## config.mk

```make
export PLATFORM = sky130hd
export DESIGN_NAME = myproject_dense_accum
export DESIGN_NICKNAME = d
export VERILOG_FILES = /design/src/rtl/myproject_dense_accum.sv
export SDC_FILE = /design/constraint.sdc
export NUM_CORES = 1
export LEC_CHECK = 0
export ABC_AREA = 1
export CAP_MARGIN = 0
export CORE_MARGIN = 1
export CORE_UTILIZATION = 36
export DETAILED_ROUTE_END_ITERATION = 8
export HOLD_SLACK_MARGIN = 0.05
export PLACE_DENSITY = 0.6
export SLEW_MARGIN = 5
export SYNTH_ARGS = -nofsm -noshare
export SYNTH_HDL_FRONTEND = slang
export SYNTH_SLANG_ARGS = --single-unit
```

## constraint.sdc

```tcl
create_clock -name ap_clk -period 2.85 [get_ports ap_clk]
set_input_delay 0.57 -clock ap_clk [delete_from_list [all_inputs] [get_ports ap_clk]]
set_output_delay 0.57 -clock ap_clk [all_outputs]
set_load 0.02 [all_outputs]
```

## src/rtl/myproject_dense_accum.sv

```systemverilog
// ---------------------------------------------------------------------------
// myproject_dense_accum
//
// Purpose:
//   Accumulates N_IN signed products from an upstream multiplier into one
//   dense-layer output. The first product of a frame also loads the bias,
//   which is pre-scaled into accumulator units. The finished sum is shifted
//   down by FRAC_SHIFT, which floors toward negative infinity. It is then
//   saturated to 16 bits and presented with a valid/ready handshake.
//
// Ports:
//   ap_clk     in   1   clock, rising edge
//   ap_rst     in   1   synchronous active-high reset
//   prod_data  in  23   signed product
//   prod_valid in   1   prod_data is valid
//   prod_ready out  1   block can accept a product (IDLE/ACCUM only)
//   bias       in  16   signed bias, sampled on the first product of a frame
//   out_data   out 16   signed saturated result
//   out_valid  out  1   out_data is valid (DONE only)
//   out_ready  in   1   downstream accepts the result
//   out_sat    out  1   current result was clipped
// ---------------------------------------------------------------------------
module myproject_dense_accum #(
  parameter int N_IN       = 16,
  parameter int FRAC_SHIFT = 6,
  parameter int ACC_WIDTH  = 40
) (
  input  logic        ap_clk,
  input  logic        ap_rst,
  input  logic [22:0] prod_data,
  input  logic        prod_valid,
  output logic        prod_ready,
  input  logic [15:0] bias,
  output logic [15:0] out_data,
  output logic        out_valid,
  input  logic        out_ready,
  output logic        out_sat
);

  localparam int CNT_W = $clog2(N_IN + 1);
  localparam logic [CNT_W-1:0] C_LAST = CNT_W'(N_IN - 1);

  localparam logic [1:0] S_IDLE  = 2'd0;
  localparam logic [1:0] S_ACCUM = 2'd1;
  localparam logic [1:0] S_DONE  = 2'd2;

  logic [1:0]                  r_state;
  logic signed [ACC_WIDTH-1:0] r_acc;
  logic [CNT_W-1:0]            r_cnt;
  logic [15:0]                 r_out_data;
  logic                        r_out_sat;

  logic                        w_xfer;
  logic                        w_last;
  logic signed [ACC_WIDTH-1:0] w_prod_ext;
  logic signed [ACC_WIDTH-1:0] w_bias_ext;
  logic signed [ACC_WIDTH-1:0] w_acc_next;
  logic signed [ACC_WIDTH-1:0] w_shifted;
  logic [ACC_WIDTH-16:0]       w_hi;
  logic                        w_ovf;
  logic [15:0]                 w_sat_data;

  // Handshake outputs depend on state alone, so prod_ready never sees out_ready.
  assign prod_ready = (r_state != S_DONE);
  assign out_valid  = (r_state == S_DONE);
  assign out_data   = r_out_data;
  assign out_sat    = r_out_sat;

  assign w_xfer     = prod_valid & prod_ready;
  assign w_prod_ext = {{(ACC_WIDTH-23){prod_data[22]}}, prod_data};
  assign w_bias_ext = {{(ACC_WIDTH-16){bias[15]}}, bias};

  // The transfer that completes the frame: either the only product (N_IN == 1)
  // or the one arriving when N_IN-1 products have already been summed.
  assign w_last = w_xfer &
                  (((r_state == S_IDLE) && (N_IN == 1)) ||
                   ((r_state == S_ACCUM) && (r_cnt == C_LAST)));

  // The first product of a frame replaces the old sum with the scaled bias
  // instead of adding to it. This is what makes bias sampling frame-local.
  always_comb begin
    w_acc_next = r_acc + w_prod_ext;
    if (r_state == S_IDLE) begin
      w_acc_next = (w_bias_ext <<< FRAC_SHIFT) + w_prod_ext;
    end
  end

  // The arithmetic shift floors toward negative infinity. The result fits in
  // 16 bits only when every bit from 15 upward equals the sign bit.
  assign w_shifted  = w_acc_next >>> FRAC_SHIFT;
  assign w_hi       = w_shifted[ACC_WIDTH-1:15];
  assign w_ovf      = !((&w_hi) || !(|w_hi));
  assign w_sat_data = w_ovf ? (w_shifted[ACC_WIDTH-1] ? 16'h8000 : 16'h7FFF)
                            : w_shifted[15:0];

  // Frame control: IDLE waits for the first product, ACCUM sums the rest,
  // and DONE holds the result until downstream takes it.
  always_ff @(posedge ap_clk) begin
    if (ap_rst) begin
      r_state <= S_IDLE;
      r_acc   <= '0;
      r_cnt   <= '0;
    end else begin
      case (r_state)
        S_IDLE: begin
          if (w_xfer) begin
            r_acc   <= w_acc_next;
            r_cnt   <= CNT_W'(1);
            r_state <= w_last ? S_DONE : S_ACCUM;
          end
        end
        S_ACCUM: begin
          if (w_xfer) begin
            r_acc <= w_acc_next;
            r_cnt <= r_cnt + CNT_W'(1);
            if (w_last) begin
              r_state <= S_DONE;
            end
          end
        end
        S_DONE: begin
          if (out_ready) begin
            r_state <= S_IDLE;
          end
        end
        default: r_state <= S_IDLE;
      endcase
    end
  end

  // The result is captured on the last transfer itself, so it is already
  // stable in the first DONE cycle. It stays held until the next frame ends.
  always_ff @(posedge ap_clk) begin
    if (ap_rst) begin
      r_out_data <= '0;
      r_out_sat  <= 1'b0;
    end else if (w_last) begin
      r_out_data <= w_sat_data;
      r_out_sat  <= w_ovf;
    end
  end

endmodule

```

After elaboration in Yosys (flattened, before gate mapping):

Index checks and enable logic that the tools add are counted.

* RAM bits: 0
* memories: 0
* register bits: 64
* input bits: 43
* latch bits: 0
* output and inout bits: 19
* ROM bits: 0

* $mul: 0
* muxes and demuxes: 12
* divide/modulo/power cells: 0
* equality and inequality tests: 8
* reductions and logical operators: 12
* add/sub/neg operators: 3
* order comparisons: 0
* shift-type cells: 0
* bitwise gates (word level): 2

Operators by type and width (number)
* $add A40 B23 Y40: 1
* $mux W40: 1
* $mux W16: 2
* $add A22 B23 Y24: 1
* $reduce_and A19 Y1: 1
* $reduce_or A19 Y1: 1
* $mux W2: 5
* $mux W5: 2
* $pmux W5 S2: 1
* $ne A2 B2 Y1 const B: 4
* $pmux W2 S3: 1
* $add A5 B1 Y5 const B: 1
* $eq A5 B4 Y1 const B: 1
* $reduce_and A4 Y1: 1
* $reduce_and A3 Y1: 1
* $and A1 B1 Y1: 2
* $eq A2 B1 Y1 const B: 1
* $eq A2 B2 Y1 const B: 1
* $logic_not A1 Y1: 2
* $logic_not A2 Y1: 1
* $ne A2 B1 Y1 const B: 1
* $reduce_and A2 Y1: 1
* $reduce_bool A2 Y1: 1
* $reduce_or A2 Y1: 1
* other kinds (2): 2

Longest topological paths before layout:

* word-level depth: 6
* mapped depth: 23
* gate-level depth less buffers: 22

Worst setup path before layout:

Ideal clock, no wire load.

* path type: in2reg
* from: input prod_data[0]
* to: register r_out_data[9] (netlist: out_data[9])
* data arrival time: 2.779 ns
* library setup time: 0.056 ns
* required time: 2.794 ns
* setup slack: 0.015 ns
* stages on the path: 22
* cells stage by stage: ha_1 -> fa_1 -> nand3_1 -> nand3_2 -> nand2_1 -> nand2_1 -> nand2_1 -> nand3_2 -> nand2_1 -> nand2_1 -> nand2_1 -> nand3_1 -> nand2_1 -> nand2_1 -> nor2_1 -> nand3_2 -> nand2_4 -> buf_12 -> nand2_1 -> nand3_1 -> nand2_1 -> inv_1

* longest elaborated chain between the ends: 6
* elaborated cells between the ends (all ways): 9

Ends and longest elaborated chain
* from (decl): line 30 `input logic [22:0] prod_data,`
* $add A40 B23 Y40 or $add A22 B23 Y24 (tied branches): line 82, 84
* $mux W40 *: line 83 `if (r_state == S_IDLE) begin`
* $reduce_or A19 Y1: line 92 `assign w_ovf = !((&w_hi) || !(|w_hi));`
* $logic_not A1 Y1: line 92
* $logic_or A1 B1 Y1: line 92
* $mux W16 *: line 93 `assign w_sat_data = w_ovf ? (w_shifted[ACC_WIDTH-1] ? 16'h8000 : 16'h7FFF)`
* to (signal assigned): line 138 `r_out_data <= w_sat_data;`
* to (decl): line 50 `logic [15:0] r_out_data;`

Every way passes the cells marked *; elsewhere a longest branch is shown, timed or not.
A chain may end at the register's enable or synchronous reset.

Final worst setup path:

* from: input prod_data[0]
* to: register r_out_data[14] (netlist: out_data[14])

The elaborated chain is that of the path after synthesis.

==> impl_metrics.json <==
{
  "status": "complete, but fails checks",
  "violations": "setup timing",
  "syn_area_um2": 7020,
  "slew_headroom_pct": 53.4,
  "clk_path_buf_depth": 2,
  "fp-row-count": 50,
  "final_common_cell": "nand2_1",
  "numClockSinks": 64,
  "fin_crit_sh_pct": 105,
  "fin_crit_ns": 2.98,
  "ys_seq_elements": 64,
  "synth_edf_count": 0,
  "cp_data_required_time_ns": 3.10,
  "cap_violations": 0,
  "dr.pass1.iters": 5,
  "maxClockFrequency_ghz": 0.335,
  "start_util_pct": 37.2,
  "antenna_found_initial": 1,
  "hp-class": "flip-flop to flip-flop",
  "die-area_um2": 20100,
  "synth-main-ff-cell": "dfxtp_1",
  "overflow": 0,
  "drtIter0Drc": 609,
  "crit_family": "simple AND/OR/NAND/NOR gates",
  "cts_hold_buffers": 0,
  "cp-end-kind": "flip-flop",
  "cp_common_cell": "nand2_2",
  "synth_warnings": 0,
  "top_layer": "met4",
  "worst-setup-path-type": "input pin to flip-flop",
  "synth_nets": 1343,
  "met1_length_mm": 12.9,
  "final.setup_skew_ns": 0.0142,
  "die_w_um": 142,
  "setup_viol": 16,
  "track_usage_pct": 29.1,
  "cp-start-kind": "input pin",
  "drive_gt1_share_pct": 40.6,
  "root_buffer": "clkbuf_16",
  "worstPathMaxFanout": 5,
  "hold_violations": 0,
  "grt_setup_unrepaired": "yes",
  "die_height_um": 142,
  "slowest_delay_ns": 0.42,
  "crit_chain": "buf_2, ha_4, fa_2, buf_4, nand3_2, nand3_4, nand2_2, nand2_2, nand2_2, nand2_1, nand2_1, nand3_1, nand2_2, nand3_2, nor2_4, nand3_4, nand4_1, nand3_1, nand2_1, inv_1",
  "io_pins": 62,
  "cts_made_buffers": 9,
  "final_cell_mix": "nand2_1, buf_4, inv_1, nor2_1, nand2_2",
  "portBuffers": 61,
  "critPathSlowestCell": "fa_2",
  "area_delta_synth_final_pct": 70.5,
  "final_design_area_no_fill_um2": 12000,
  "syn_avg_cell_area_um2": 5.66,
  "drcViolationCount": 0,
  "dp_slack_ns": -0.959,
  "drtAntennaViolNets": 0,
  "cts_tree": "built",
  "netlist_instances": 1240,
  "clkLatencyLatePin_ns": 0.36,
  "fin_nets": 1666,
  "gp_congestion": 1.01,
  "via_count": 9193,
  "leakage_nw": 5.91,
  "core_area_um2": 18900,
  "grt_pass1_vias": 8967,
  "diodes": 0,
  "crit_buf_inv": 3,
  "wl_per_cell_um": 15.9,
  "finalWirelength_mm": 29.0,
  "cts-htree-levels": 3,
  "route.met3.wl_mm": 1.74,
  "grt_max_degree": 51,
  "slew_viol_final": 0,
  "wl_met2_mm": 13.3,
  "seq_area_frac_synth_pct": 18.2,
  "clk_pin_slew_ns": 0.06,
  "setup_slack_ns": -0.131,
  "cp.arrival_ns": 3.23,
  "power_density_nw_per_um2": 425,
  "placed_cell_area_um2": 9410,
  "ys_types": 44,
  "grt_pass1_wl_mm": 45.5,
  "postSynth.asyncResetShare_pct": 0,
  "viasPerCell": 5.03,
  "hpwl_mm": 20.1,
  "worst_pin_slew_ns": 0.698,
  "ir_drop_v": 0.000297
}
[synthesized netlist by cell type, types with 4 or more instances]
| library cell | number | area (um^2) |
|---|---|---|
| nand2_1 | 361 | 1360 |
| inv_1 | 195 | 732 |
| nor2_1 | 175 | 657 |
| nand3_1 | 99 | 495 |
| o21ai_0 | 70 | 350 |
| a21oi_1 | 67 | 335 |
| dfxtp_1 | 64 | 1280 |
| ha_1 | 58 | 726 |
| clkbuf_1 | 13 | 48.8 |
| nand2_2 | 13 | 81.3 |
| o211ai_1 | 12 | 90.1 |
| nor2_2 | 11 | 68.8 |
| nand3_2 | 10 | 100 |
| nand4_1 | 10 | 62.6 |
| o21bai_1 | 8 | 60.1 |
| xnor2_1 | 8 | 70.1 |
| o21ai_1 | 7 | 35.0 |
| buf_4 | 6 | 45.0 |
| nand3b_1 | 5 | 37.5 |
| nor3_1 | 5 | 25.0 |
| a21oi_2 | 4 | 35.0 |
| or2_2 | 4 | 25.0 |
| xor2_1 | 4 | 35.0 |
[layout make-up]
type	count	area [um^2]
Clock inverter	6	92.6
Sequential cell	64	1280
Clock buffer	10	229
Timing Repair Buffer	337	2710
Inverter	200	757
Multi-Input combinational cell	951	6570
Fill cell	1718	6920
Tap cell	260	325
[path summary, 6_finish.rpt]
check,start,end,slack (ns),depth (start not counted)
min reg2reg,r_cnt[1]$_SDFFE_PP0P_,r_cnt[1]$_SDFFE_PP0P_,0.49,2
max reg2reg,r_acc[0]$_SDFFE_PP0P_,out_data[14]$_SDFFE_PP0P_,-0.12,19
max,prod_data[0],out_data[14]$_SDFFE_PP0P_,-0.13,20
min,r_cnt[1]$_SDFFE_PP0P_,r_cnt[1]$_SDFFE_PP0P_,0.49,2
[kinds of logic after synthesis]
group                      Yosys count  share of synthesized area, %
AOI/OAI and AO/OA                  177                          14.0
buffers and inverters              227                          13.0
DFF                                 64                          18.2
xor gates and xnor gates            12                          1.50
adders and majority gates           60                          10.9
and+or+nand+nor                    700                          42.4
[worst reg2reg max path, delay by kind of cell (launching register included)]
kind,cells,cell delay [ns]
buf+inv,2,0.21
flops,1,0.34
simple gates,15,1.72
fa+ha+maj,2,0.59
[report_power, final]
part / leakage, nW / switching, mW / internal (mW)
clock: 0.149 / 0.511 / 0.772
sequential: 0.527 / 0.0564 / 0.954
combinational: 5.24 / 1.49 / 1.30
[layer usage]
layer | vias up | GRT usage (%)
met5 | - | 0
met4 | 0 | 11.7
met3 | 91 | 3.48
met2 | 321 | 47.9
met1 | 4189 | 38.6
li1 | 4592 | -
[timing repair]
action | in CTS | in global routing
pin swaps | 126 | 72
setup buffers | 53 | 12
cloned | 4 | 0
endpoints found under the hold margin | 0 | 0
endpoints found under the setup margin | 20 | 18
resized for setup | 413 | 93
[flip-flops by register name, summed over array words and instances (netlist names)]
| register | count |
|---|---|
| out_sat | 1 |
| r_state | 2 |
| r_cnt | 5 |
| out_data | 16 |
| r_acc | 40 |
[stage by stage]
step / hold slack (ns) / util (%) / power [mW] / TNS, ns / cells
finish: 0.486 / 63.4 / 5.08 / -1.30 / 1828
floorplan: 0.449 / - / 2.02 / 0 / 1240
global route: 0.526 / 63.4 / 5.33 / -3.30 / 1828
detailed placement: 0.467 / 49.8 / 2.93 / -21.65 / 1743
global placement: 0.459 / 49.8 / 2.93 / -21.00 / 1743
CTS: 0.487 / 61.2 / 4.82 / 0 / 1816
(Power assumes the default switching activity.)
